File: src/rtl/fp_norm_pack_if.sv
// ---------------------------------------------------------------------------
// fp_norm_pack_if
//   Bundles the upstream (raw sum) and downstream (packed word) handshakes of
//   the fp normalise/pack stage.
//
//   Upstream side:
//     in_valid   beat valid                     (master -> slave)
//     in_ready   stage can accept a beat        (slave  -> master)
//     in_sign    result sign                    (master -> slave)
//     in_exp     pre-normalise biased exponent  (master -> slave)
//     in_mant    {carry, hidden, fraction}      (master -> slave)
//   Downstream side:
//     out_valid  packed result valid            (slave  -> master)
//     out_ready  consumer accepts result        (master -> slave)
//     out_data   {sign, exp, frac}              (slave  -> master)
//     out_flags  {ovf, unf, zero}               (slave  -> master)
//
//   The master modport belongs to whoever feeds the stage and consumes its
//   result; the slave modport belongs to fp_norm_pack.
// ---------------------------------------------------------------------------
interface fp_norm_pack_if #(
    parameter int unsigned EW = 8,
    parameter int unsigned MW = 24
);

    logic              in_valid;
    logic              in_ready;
    logic              in_sign;
    logic [EW-1:0]     in_exp;
    logic [MW:0]       in_mant;

    logic              out_valid;
    logic              out_ready;
    logic [EW+MW-1:0]  out_data;
    logic [2:0]        out_flags;

    modport master (
        output in_valid,
        output in_sign,
        output in_exp,
        output in_mant,
        input  in_ready,
        input  out_valid,
        input  out_data,
        input  out_flags,
        output out_ready
    );

    modport slave (
        input  in_valid,
        input  in_sign,
        input  in_exp,
        input  in_mant,
        output in_ready,
        output out_valid,
        output out_data,
        output out_flags,
        input  out_ready
    );

endinterface

File: src/rtl/fp_norm_pack.sv
// ---------------------------------------------------------------------------
// fp_norm_pack
//   Last stage of the fp add/sub datapath. Takes the raw aligned sum
//   (sign, pre-normalise exponent, magnitude with carry-out), renormalises it
//   and packs an IEEE-754-style word with overflow/underflow/zero flags.
//   Rounding is truncation; denormal results flush to signed zero.
//
//   Pipeline (all stages advance together on the shared enable):
//     S1  register the beat and its leading-zero count / zero detect
//     S2  shift the mantissa and adjust the exponent (signed, EW+2 bits)
//     S3  classify and pack into the output registers
//
// Ports
//   clk   clock, all state on posedge
//   rst   asynchronous, active-high reset
//   bus   fp_norm_pack_if.slave: in_* handshake/beat, out_* handshake/result
//
// Parameters
//   EW    exponent width (bias 2**(EW-1)-1, all-ones exponent = Inf)
//   MW    mantissa width including hidden bit
// ---------------------------------------------------------------------------
module fp_norm_pack #(
    parameter int unsigned EW = 8,
    parameter int unsigned MW = 24
) (
    input logic          clk,
    input logic          rst,
    fp_norm_pack_if.slave bus
);

    localparam int unsigned LzW = $clog2(MW);
    localparam int unsigned XW  = EW + 2;
    localparam int unsigned DW  = EW + MW;

    // Exponent thresholds for classification in S3.
    localparam logic signed [XW-1:0] ExpZero = '0;
    localparam logic signed [XW-1:0] ExpInf  = XW'((2 ** EW) - 1);

    // -----------------------------------------------------------------------
    // Flow control: a single global enable. The whole pipe stalls only when
    // the output holds an unaccepted beat, so bubbles are never squeezed.
    // -----------------------------------------------------------------------
    logic           out_valid_q;
    logic [DW-1:0]  out_data_q;
    logic [2:0]     out_flags_q;
    logic           en;

    assign en           = !out_valid_q || bus.out_ready;
    assign bus.in_ready = en;
    assign bus.out_valid = out_valid_q;
    assign bus.out_data  = out_data_q;
    assign bus.out_flags = out_flags_q;

    // -----------------------------------------------------------------------
    // S1: leading-zero count and zero detect on the incoming beat
    // -----------------------------------------------------------------------
    logic [LzW-1:0] lz_d;
    logic           zero_d;

    always_comb begin
        lz_d   = '0;
        zero_d = (bus.in_mant == '0);
        // Ascending scan: the highest set bit is the last to write lz_d.
        for (int i = 0; i < int'(MW); i++) begin
            if (bus.in_mant[i]) begin
                lz_d = LzW'(int'(MW) - 1 - i);
            end
        end
    end

    logic           s1_valid_q;
    logic           s1_sign_q;
    logic [EW-1:0]  s1_exp_q;
    logic [MW:0]    s1_mant_q;
    logic [LzW-1:0] s1_lz_q;
    logic           s1_zero_q;

    always_ff @(posedge clk or posedge rst) begin
        if (rst) begin
            s1_valid_q <= 1'b0;
            s1_sign_q  <= 1'b0;
            s1_exp_q   <= '0;
            s1_mant_q  <= '0;
            s1_lz_q    <= '0;
            s1_zero_q  <= 1'b0;
        end else if (en) begin
            s1_valid_q <= bus.in_valid;
            // Data registers only load on a real beat; a bubble keeps them stale.
            if (bus.in_valid) begin
                s1_sign_q <= bus.in_sign;
                s1_exp_q  <= bus.in_exp;
                s1_mant_q <= bus.in_mant;
                s1_lz_q   <= lz_d;
                s1_zero_q <= zero_d;
            end
        end
    end

    // -----------------------------------------------------------------------
    // S2: renormalise. Only the fraction below the hidden bit is kept, since
    // after normalisation the hidden bit is implicit.
    // -----------------------------------------------------------------------
    logic                 s1_carry;
    logic signed [XW-1:0] exp_ext;
    logic signed [XW-1:0] lz_ext;
    logic [MW-2:0]        s2_frac_d;
    logic signed [XW-1:0] s2_exp_d;

    assign s1_carry = s1_mant_q[MW];

    always_comb begin
        exp_ext = {2'b00, s1_exp_q};
        lz_ext  = XW'(s1_lz_q);
        if (s1_carry) begin
            // Carry-out: shift right one, the dropped LSB is truncated.
            s2_frac_d = s1_mant_q[MW-1:1];
            s2_exp_d  = exp_ext + XW'(1);
        end else begin
            // Bits shifted past the hidden position vanish with the hidden bit.
            s2_frac_d = s1_mant_q[MW-2:0] << s1_lz_q;
            s2_exp_d  = exp_ext - lz_ext;
        end
    end

    logic                 s2_valid_q;
    logic                 s2_sign_q;
    logic                 s2_zero_q;
    logic signed [XW-1:0] s2_exp_q;
    logic [MW-2:0]        s2_frac_q;

    always_ff @(posedge clk or posedge rst) begin
        if (rst) begin
            s2_valid_q <= 1'b0;
            s2_sign_q  <= 1'b0;
            s2_zero_q  <= 1'b0;
            s2_exp_q   <= '0;
            s2_frac_q  <= '0;
        end else if (en) begin
            s2_valid_q <= s1_valid_q;
            if (s1_valid_q) begin
                s2_sign_q <= s1_sign_q;
                s2_zero_q <= s1_zero_q;
                s2_exp_q  <= s2_exp_d;
                s2_frac_q <= s2_frac_d;
            end
        end
    end

    // -----------------------------------------------------------------------
    // S3: classify and pack. Order matters: zero, then underflow, then
    // overflow, then a normal number.
    // -----------------------------------------------------------------------
    logic [DW-1:0] data_d;
    logic [2:0]    flags_d;

    always_comb begin
        data_d  = {s2_sign_q, s2_exp_q[EW-1:0], s2_frac_q};
        flags_d = 3'b000;
        if (s2_zero_q) begin
            // Exact cancellation always yields +0.
            data_d  = '0;
            flags_d = 3'b001;
        end else if (s2_exp_q <= ExpZero) begin
            data_d         = '0;
            data_d[DW-1]   = s2_sign_q;
            flags_d        = 3'b010;
        end else if (s2_exp_q >= ExpInf) begin
            data_d  = {s2_sign_q, {EW{1'b1}}, {(MW-1){1'b0}}};
            flags_d = 3'b100;
        end
    end

    always_ff @(posedge clk or posedge rst) begin
        if (rst) begin
            out_valid_q <= 1'b0;
            out_data_q  <= '0;
            out_flags_q <= '0;
        end else if (en) begin
            out_valid_q <= s2_valid_q;
            if (s2_valid_q) begin
                out_data_q  <= data_d;
                out_flags_q <= flags_d;
            end
        end
    end

endmodule

File: src/flat_wrapper.sv
// flat-port wrapper written by rule: the top's interface ports become plain ports
module fp_norm_pack_flat 
#(
    parameter int unsigned EW = 8,
    parameter int unsigned MW = 24
)
  (clk, rst, bus_in_valid, bus_in_sign, bus_in_exp, bus_in_mant, bus_in_ready, bus_out_valid, bus_out_data, bus_out_flags, bus_out_ready);
  fp_norm_pack_if #(.EW(EW), .MW(MW)) bus_i ();
  input logic clk;
  input logic rst;
  input wire logic [$bits(bus_i.in_valid)-1:0] bus_in_valid;
  input wire logic [$bits(bus_i.in_sign)-1:0] bus_in_sign;
  input wire logic [$bits(bus_i.in_exp)-1:0] bus_in_exp;
  input wire logic [$bits(bus_i.in_mant)-1:0] bus_in_mant;
  output wire logic [$bits(bus_i.in_ready)-1:0] bus_in_ready;
  output wire logic [$bits(bus_i.out_valid)-1:0] bus_out_valid;
  output wire logic [$bits(bus_i.out_data)-1:0] bus_out_data;
  output wire logic [$bits(bus_i.out_flags)-1:0] bus_out_flags;
  input wire logic [$bits(bus_i.out_ready)-1:0] bus_out_ready;
  assign bus_i.in_valid = bus_in_valid;
  assign bus_i.in_sign = bus_in_sign;
  assign bus_i.in_exp = bus_in_exp;
  assign bus_i.in_mant = bus_in_mant;
  assign bus_in_ready = bus_i.in_ready;
  assign bus_out_valid = bus_i.out_valid;
  assign bus_out_data = bus_i.out_data;
  assign bus_out_flags = bus_i.out_flags;
  assign bus_i.out_ready = bus_out_ready;
  fp_norm_pack #(.EW(EW), .MW(MW)) u_core (.clk(clk), .rst(rst), .bus(bus_i));
endmodule
File: config.mk
export PLATFORM = sky130hd
export DESIGN_NAME = fp_norm_pack_flat
export DESIGN_NICKNAME = d
export VERILOG_FILES = /design/src/rtl/fp_norm_pack_if.sv /design/src/rtl/fp_norm_pack.sv /design/src/flat_wrapper.sv
export SDC_FILE = /design/constraint.sdc
export NUM_CORES = 1
export LEC_CHECK = 0
export CORE_MARGIN = 2
export CORE_UTILIZATION = 56
export CTS_CLUSTER_DIAMETER = 120
export DETAILED_ROUTE_END_ITERATION = 6
export GPL_ROUTABILITY_DRIVEN = 0
export PLACE_DENSITY = 0.86
export SLEW_MARGIN = 40
export SYNTH_ARGS = -nofsm -noshare
export SYNTH_HDL_FRONTEND = slang
export SYNTH_SLANG_ARGS = --single-unit
File: constraint.sdc
create_clock -name clk -period 4.05 [get_ports clk]
set_clock_uncertainty 0.05 [all_clocks]
set_input_delay 0.6075 -clock clk [delete_from_list [all_inputs] [get_ports clk]]
set_output_delay 0.6075 -clock clk [all_outputs]
set_load 0.01 [all_outputs]
==> metrics.yaml <==
status: "finished with violations"
violations: "DRC"
grt.overflow.total: 0
synth_commonest_cells: "dfrtp_1 (113), nand2_1 (66), nor2_1 (66)"
synthesis.area_mm2: 0.00616
worstMarginPinSlew_ns: 0.699
ys_async_sr_fraction_pct: 100
min_period_ns: 2.70
hold_violations: 0
endpoint_kind: "flop"
reg2regPathDepth: 8
cts_root_buf: "clkbuf_8"
clk_transition_reported_paths_ns: 0.06
finalSetupViolCount: 0
coreArea_mm2: 0.0108
met2_usage_pct: 44.8
synth_top_area_share_pct: 45.9
synthFlopType: "dfrtp_1"
fin_setup_tns_ns: 0
yosysMostFrequentCell: "dfrtp_1"
met1_usage_pct: 37.2
synth_warnings: 0
cts_buffers: 17
p_comb_share_pct: 35.6
drc_errors: 6
cap_violations: 0
die_x_um: 109
timing.fmax_ghz: 0.371
drv_slew: 0
p_int_mw: 3.51
clk_latency_ns: 0.52
cts_hold_buffers: 0
r2r_start: "u_core.s1_lz_q[2]"
synth-seq-cells: 113
io_pins: 75
rows: 38
postSynthCellCount: 609
drive_above_1_share_pct: 15.1
initial_core_util_pct: 57.0
crit_start: "u_core.s1_lz_q[2]"
required_ns: 4.43
dp_hpwl_mm: 10.9
num-nets-final: 721
diodes: 0
synth_edf_count: 0
cp-endpoint: "u_core.s2_exp_q[9]"
cp_slowest_stage_delay_ns: 0.44
cts_tree: "yes"
synth_area_per_cell_um2: 10.1
grtUsageMet3_pct: 6.16
cp_cell_sequence: "buf_4 > clkinv_1 > ha_1 > nor2b_1 > o21a_1 > o21ai_0 > nand3_1 > o21ai_0"
die_area_mm2: 0.0118
track_usage_pct: 28.3
viasPerCell: 6.45
grt_antenna_before_repair: 0
fin_hold_ws_ns: 0.429
h-tree-depth: 4
ant_nets: 0
num-fill-cells: 778
max_slew_margin_pct: 53.2
hp-class: "reg -> reg"
grt.busiest_layer: "met2"
grt_max_degree: 75
routedWlPerCell_um: 19.1
synthTopCellsByArea: "dfrtp_1 (46%), mux2_2 (8.0%), nand2_1 (4.0%)"
leakagePower_nw: 3.13
chipHeight_um: 109
postCtsResizedCells: 0
clockBufferDepth: 2
power_switching_mw: 1.94
start_kind: "flop"
p_sw_share_pct: 35.6
crit_path_frequent_cell: "o21ai_0"
p_clk_share_pct: 28.7
num_vias: 5346
rsz0062_at_grt: "false"
crit_arrival_ns: 3.08
firstDrtPassIters: 7
yosysUniqueCellTypes: 57
wl_mm: 15.8
seq_area_frac_synth_pct: 45.9
irDropWorstVdd_mv: 0.402
min_period_over_period_pct: 66.6
crit_path_top_delay_cell: "ha_1"
cts_setup_buffers: 0
synth_fp_nets: 654
drt_iter0_markers: 686
syn2layout_area_growth_pct: 23.1
grt_pass1_wl_mm: 25.6
worstPathMaxFanout: 31
reg2reg_slack_ns: 1.35
grt_pass1_vias: 5089
power.density_mw_per_mm2: 718
clock-sinks: 113
critPathKind: "reg -> reg"
synth_top_area_cell: "dfrtp_1"
rr_endpoint: "u_core.s2_exp_q[9]"
seqPwrFrac_pct: 35.8
io_buffers: 74
==> flip-flops by register name (all words and copies together), names as in the netlist <==
register / flops
u_core.s1_exp_q: 8
u_core.s2_sign_q: 1
u_core.s1_lz_q: 5
u_core.s1_sign_q: 1
u_core.s1_zero_q: 1
u_core.s2_frac_q: 23
u_core.s1_mant_q: 25
u_core.s1_valid_q: 1
u_core.bus.out_data: 32
u_core.s2_zero_q: 1
u_core.bus.out_valid: 1
u_core.s2_valid_q: 1
u_core.bus.out_flags: 3
u_core.s2_exp_q: 10
==> worst min path at each step <==
stage               cells after the start                      end                     from
floorplan                               2         u_core.s2_sign_q         u_core.s1_sign_q
global placement                        2     u_core.bus.out_valid        u_core.s2_valid_q
detailed placement                      2     u_core.bus.out_valid        u_core.s2_valid_q
CTS                                     2     u_core.bus.out_valid        u_core.s2_valid_q
global route                            1  u_core.bus.out_flags[0]  u_core.bus.out_flags[0]
finish                                  2     u_core.bus.out_valid        u_core.s2_valid_q
==> logic make-up after synthesis <==
| family | Yosys count | synth area share, % |
|---|---|---|
| and+or+nand+nor | 197 | 14.7 |
| AOI/OAI and AO/OA | 166 | 18.4 |
| DFF | 113 | 45.9 |
| muxes | 70 | 14.6 |
| buffers and inverters | 52 | 4.31 |
| adders and majority gates | 7 | 1.54 |
| xor gates and xnor gates | 4 | 0.569 |
==> power by group through the flow <==
stage	Clock, mW	Combinational, mW	Sequential (mW)
2_1_floorplan	0	1.23	1.86
3_3_place_gp	0	1.80	1.91
3_5_place_dp	0	1.88	1.93
4_1_cts	1.56	1.92	1.93
5_1_grt	1.62	2.11	1.99
6_report	1.56	1.94	1.95
==> metal layers <==
metal,share of wire [%],wire [µm]
met5,0,0
met4,3.9,620
met3,9.1,1440
met2,46,7320
met1,41,6410
==> layout make-up <==
| cell class | count | area [µm²] | share of cell area (%) |
|---|---|---|---|
| multi-input cells | 444 | 3070 | 40.5 |
| well taps | 140 | 175 | 2.31 |
| repair buffers | 86 | 831 | 11.0 |
| clock inverters | 13 | 185 | 2.44 |
| clock buffers | 19 | 432 | 5.70 |
| inverters | 14 | 57.6 | 0.760 |
| flip-flops and latches | 113 | 2830 | 37.3 |
==> critical path, delay by kind of cell (launching register included) <==
family          cells  cell delay (ns)
buf+inv             2             0.69
flops               1             0.32
simple gates        2             0.35
compound gates      3             0.76
fa+ha+maj           1             0.44
==> layout by cell type (no fill, tap or decap), types with 3 or more instances in the layout <==
cell,n
o22ai_1,6
nand2_1,66
nor3_1,10
a31oi_1,10
o21a_1,5
and2_1,3
nor2_1,66
ha_1,6
a22oi_1,3
mux4_2,11
dfrtp_1,112
nor4_1,6
inv_1,12
mux2_2,44
a221oi_1,17
and3_1,3
clkinv_2,3
o31ai_1,4
a211oi_1,3
or3_1,7
xnor2_1,3
o2bb2ai_1,3
and4_1,4
clkdlybuf4s50_1,74
nor2b_1,8
a2bb2oi_1,3
a32oi_1,3
nand3_1,8
bufinv_16,4
buf_4,12
mux2i_1,14
o21ai_0,44
nand2b_1,7
a21oi_1,26
a22o_1,26
clkbuf_16,16
clkinv_4,3
==> through the flow <==
step | power (mW) | setup WS, ns | instance area [µm²] | utilization (%) | instances
3_5_place_dp | 3.81 | 1.30 | 6960 | 64.5 | 797
3_3_place_gp | 3.71 | 1.40 | 6950 | 64.4 | 797
4_1_cts | 5.41 | 1.40 | 7580 | 70.2 | 829
5_1_grt | 5.72 | 1.15 | 7580 | 70.2 | 829
6_report | 5.44 | 1.35 | 7580 | 70.2 | 829
2_1_floorplan | 3.09 | 0.405 | 6160 | - | 609
Power figures use the tool's default switching activity.
==> RTL edit 1: new RTL, config.mk and constraints unchanged <==
Reset style: synchronous (`rst`), changed in 3 clocked blocks. Comments in the files are not updated.
--- a/src/rtl/fp_norm_pack.sv
+++ b/src/rtl/fp_norm_pack.sv
@@ -76,5 +76,5 @@
     logic           s1_zero_q;
 
-    always_ff @(posedge clk or posedge rst) begin
+    always_ff @(posedge clk) begin
         if (rst) begin
             s1_valid_q <= 1'b0;
@@ -129,5 +129,5 @@
     logic [MW-2:0]        s2_frac_q;
 
-    always_ff @(posedge clk or posedge rst) begin
+    always_ff @(posedge clk) begin
         if (rst) begin
             s2_valid_q <= 1'b0;
@@ -171,5 +171,5 @@
     end
 
-    always_ff @(posedge clk or posedge rst) begin
+    always_ff @(posedge clk) begin
         if (rst) begin
             out_valid_q <= 1'b0;
Behaviour: differs if rst is asserted again (counterexample within 4 cycles, from zero or initial values and one cycle with rst high); with rst held inactive, the same outputs for 4 cycles.
==> RTL edit 1 against the unedited design <==
- routed wire length about the same
- non-clock buffer count unchanged
- synthesized area down 4.7%
- worst setup slack better by 0.14 ns
- global-route usage down 0.15 points
- fmax up 5.3%
- sequential cell count unchanged
- critical endpoint is now bus_in_ready
- synthesized cell count up 13%
- cell count up 8.2%
- first-iteration DRC count up 11%
- design area down 4.2%
Power is not compared: it rests on default switching activity, and its combinational part moved more than twofold at a synthesized area within 25%.
==> RTL edit 1: results (changes against the unedited design) <==
\begin{tabular}{lr}
\hline
Metric & Value \\
\hline
\multicolumn{2}{l}{\textbf{Run status}} \\
Status & completed \\
\multicolumn{2}{l}{\textbf{Synthesis}} \\
Cell types with the largest area share after synthesis & sky130\_fd\_sc\_hd\_\_dfxtp\_1, sky130\_fd\_sc\_hd\_\_nand2\_1, sky130\_fd\_sc\_hd\_\_a21oi\_1 \\
Post-synthesis compound-gate area fraction & 23.7\% (+5.3 points) \\
Number of distinct library cell variants in the gate-level netlist after synthesis & 67 (+18\%) \\
Most frequent cell after synthesis & sky130\_fd\_sc\_hd\_\_nand2\_1 \\
Sequential cell area fraction in the yosys report & 38.6\% (-7.4 points) \\
Mux contribution to synthesized area & 10.9\% (-3.7 points) \\
Synthesized net count & 734 (+12\%) \\
\multicolumn{2}{l}{\textbf{Worst setup path}} \\
Arrival @ worst endpoint & 1.90 ns (-1.18 ns) \\
Setup slack of the worst register-to-register path & 1.66 ns (+0.31 ns) \\
Source of the worst register-to-register timing path & u\_core.s1\_lz\_q[0] \\
Worst setup path startpoint & bus\_out\_ready \\
CP max FO & 10 (-68\%) \\
\multicolumn{2}{l}{\textbf{Worst hold path}} \\
Endpoint of the worst hold-timing path & u\_core.bus.out\_data[28] \\
Hold path start & u\_core.bus.out\_data[28] \\
\multicolumn{2}{l}{\textbf{Routing}} \\
Drt wl/cell & 17.6 um (-7.7\%) \\
Number of DRC violations after detailed-routing iteration 0 & 760 (+11\%) \\
Detailed-routing wirelength on met1 & 6400 um (about the same) \\
Average vias per placed instance & 6.46 (+0.11\%) \\
\multicolumn{2}{l}{\textbf{Final layout}} \\
Final-stage net count & 793 (+10\%) \\
Share of layout cells above drive strength 1 & 14.7\% (-0.38 points) \\
\multicolumn{2}{l}{\textbf{Place}} \\
Post-Place Cell Area & 6620 um\^{}2 (-4.9\%) \\
\multicolumn{2}{l}{\textbf{GRT}} \\
GR Util met2 & 44.1\% (-0.73 points) \\
First-pass GRT wire length & 25700 um (+0.38\%) \\
Maximum number of pins on one net before global-route repair & 42 (-44\%) \\
Global router's overall resource usage & 28.2\% (-0.15 points) \\
Met3 Resource Use GR & 6.62\% (+0.47 points) \\
\hline
\end{tabular}
==> RTL edit 1: worst max-delay path, cell delays in order <==
cell and delay (ns):
sky130_fd_sc_hd__clkdlybuf4s50_1 0.45, sky130_fd_sc_hd__nor2b_4 0.17, sky130_fd_sc_hd__clkinv_2 0.17, sky130_fd_sc_hd__clkdlybuf4s50_1 0.52
==> RTL edit 1: through the flow <==
step | total power, mW | hold slack (ns)
floorplan | 1.46 | 0.382
global placement | 1.57 | 0.389
detailed placement | 1.59 | 0.395
CTS | 3.16 | 0.402
global route | 3.26 | 0.421
finish | 3.16 | 0.399
==> RTL edit 1: area by class of cell <==
| type | count | area, um^2 |
|---|---|---|
| Timing Repair Buffer | 86 | 830 |
| Tap cell | 136 | 170 |
| Sequential cell | 113 | 2260 |
| Fill cell | 757 | 2970 |
| Clock inverter | 14 | 204 |
| Inverter | 14 | 53.8 |
| Clock buffer | 18 | 428 |
| Multi-Input combinational cell | 516 | 3310 |
==> RTL edit 2: new RTL, same settings <==
Made on the original files. `EW` is set to 8 in 3 places; all go to 6.
--- a/src/rtl/fp_norm_pack_if.sv
+++ b/src/rtl/fp_norm_pack_if.sv
@@ -20,5 +20,5 @@
 // ---------------------------------------------------------------------------
 interface fp_norm_pack_if #(
-    parameter int unsigned EW = 8,
+    parameter int unsigned EW = 6,
     parameter int unsigned MW = 24
 );
--- a/src/rtl/fp_norm_pack.sv
+++ b/src/rtl/fp_norm_pack.sv
@@ -21,5 +21,5 @@
 // ---------------------------------------------------------------------------
 module fp_norm_pack #(
-    parameter int unsigned EW = 8,
+    parameter int unsigned EW = 6,
     parameter int unsigned MW = 24
 ) (
--- a/src/flat_wrapper.sv
+++ b/src/flat_wrapper.sv
@@ -2,5 +2,5 @@
 module fp_norm_pack_flat 
 #(
-    parameter int unsigned EW = 8,
+    parameter int unsigned EW = 6,
     parameter int unsigned MW = 24
 )
Interface: changed (resized bus_in_exp and bus_out_data); port bits go from 75 to 71. The function was not compared with the original's and may differ.
==> RTL edit 2 against the unedited design <==
- fmax shrank 4.4%
- the flow still finishes with violations (design-rule violations)
- combinational power fell by 10%
- synthesized area decreased by 5.2%
- largest cell class unchanged
- design area shrank 10%
- power fell by 23%
- worst setup slack got worse by 0.12 ns
- routed wire length down 17%
- via count down 12%
- sequential share of layout area grew 1.9 points
- count of clock-buffer cells in the layout decreased by 10
- sequential cell count is 6 lower
==> RTL edit 2: results (changes against the unedited design) <==
\begin{tabular}{lr}
\hline
Metric & Value \\
\hline
\multicolumn{2}{l}{\textbf{GRT}} \\
Global router's overall resource usage & 24.1\% (-4.3 points) \\
Via count of the first global-routing pass & 4270 (-16\%) \\
First-pass GRT wire length & 21600 um (-16\%) \\
Maximum number of pins on one net before global-route repair & 108 (+44\%) \\
\multicolumn{2}{l}{\textbf{Place}} \\
Number of buffers inserted by port buffering & 70 (-5.4\%) \\
Worst slack after detailed placement & 0.882 ns (-0.417 ns) \\
Cell count after placement & 726 (-8.9\%) \\
\multicolumn{2}{l}{\textbf{Final layout}} \\
Share of layout cells above drive strength 1 & 17.3\% (+2.2 points) \\
Largest register FFs & 30 (-6.3\%) \\
Final-stage net count & 645 (-11\%) \\
\multicolumn{2}{l}{\textbf{Pwr}} \\
Peak VDD IR & 357 uV (-11\%) \\
Leakage power total & 2.74 nW (-12\%) \\
\multicolumn{2}{l}{\textbf{Worst setup path}} \\
Arrival @ worst endpoint & 3.03 ns (-0.05 ns) \\
CP max FO & 19 (-39\%) \\
\multicolumn{2}{l}{\textbf{Routing}} \\
Remaining DRCs & 1 (-5) \\
Number of DRC violations after detailed-routing iteration 0 & 622 (-9.3\%) \\
Vias after detailed routing & 4688 (-12\%) \\
\multicolumn{2}{l}{\textbf{Synthesis}} \\
Commonest cells in the synthesized netlist & sky130\_fd\_sc\_hd\_\_dfrtp\_1, sky130\_fd\_sc\_hd\_\_nand2\_1, sky130\_fd\_sc\_hd\_\_nor2\_1, sky130\_fd\_sc\_hd\_\_mux2\_2, sky130\_fd\_sc\_hd\_\_o21ai\_0 \\
Post-Syn Area per Cell & 10.6 um\^{}2 (+5.2\%) \\
Number of distinct library cell variants in the gate-level netlist after synthesis & 58 (+1.8\%) \\
\multicolumn{2}{l}{\textbf{Run status}} \\
Failing checks & design-rule violations \\
Status & complete, but fails checks \\
\multicolumn{2}{l}{\textbf{Timing}} \\
Transition at the pin with the smallest max-transition slack & 0.788 ns (+0.0892 ns) \\
\multicolumn{2}{l}{\textbf{Clocking}} \\
Cts bufs inserted & 9 (-8) \\
Worst-skew pair later-pin latency & 0.37 ns (-0.15 ns) \\
\hline
\end{tabular}
-- RTL edit 2: path summary, 6_finish.rpt --
kind	startpoint	endpoint	cells after the start	slack (ns)
setup / recovery	u_core.s1_lz_q[1]	u_core.s2_frac_q[13]	6	1.23
hold / removal	u_core.bus.out_data[29]	u_core.bus.out_data[29]	2	0.44
setup reg to reg	u_core.s1_lz_q[1]	u_core.s2_frac_q[13]	6	1.23
hold reg to reg	u_core.bus.out_data[29]	u_core.bus.out_data[29]	2	0.44
max in group asynchronous	rst	u_core.s2_frac_q[13]	3	2.87
min in group asynchronous	rst	u_core.s2_frac_q[21]	3	0.62
-- RTL edit 2: cells by family after synthesis --
group                    share of synthesized area, %
flip-flops                                       45.9
multiplexers                                     17.2
AO/OA/AOI/OAI                                    17.5
XOR/XNOR                                        0.600
adder cells (fa/ha/maj)                          1.63
AND/OR/NAND/NOR                                  13.2
buffers and inverters                            3.96
-- RTL edit 2: metal layers --
| metal | wire length (um) | track usage [%] |
|---|---|---|
| met3 | 989 | 3.74 |
| met1 | 5900 | 36.9 |
| met4 | 343 | 8.27 |
| met5 | 0 | 0 |
| met2 | 5930 | 35.0 |
-- RTL edit 2: worst max-delay path, cell delays in order (launching register included) --
cell and delay (ns):
sky130_fd_sc_hd__dfrtp_1 0.82, sky130_fd_sc_hd__buf_4 0.39, sky130_fd_sc_hd__mux4_2 0.55, sky130_fd_sc_hd__mux2_2 0.30, sky130_fd_sc_hd__a221oi_1 0.26, sky130_fd_sc_hd__o21ai_0 0.19
sky130_fd_sc_hd__o21a_1 0.14
-- RTL edit 2: cell type report --
type,instances,area (um^2)
fillers,779,3410
multi-input cells,391,2940
flip-flops and latches,107,2680
repair buffers,80,788
well taps,136,170
clock buffers,9,124
clock inverters,7,72.6
inverters,13,51.3
-- RTL edit 2: per-stage QoR --
step | power, mW | hold WS [ns] | utilization (%)
floorplan | 2.93 | 0.383 | -
global placement | 3.48 | 0.414 | 64.6
detailed placement | 3.56 | 0.421 | 64.6
CTS | 4.19 | 0.447 | 66.5
global route | 4.48 | 0.473 | 66.7
finish | 4.21 | 0.442 | 66.7
-- RTL edit 2: where the power goes --
part	internal [mW]	switching, mW
logic	0.929	0.809
clock network	0.241	0.399
registers	1.45	0.389
total	2.62	1.60
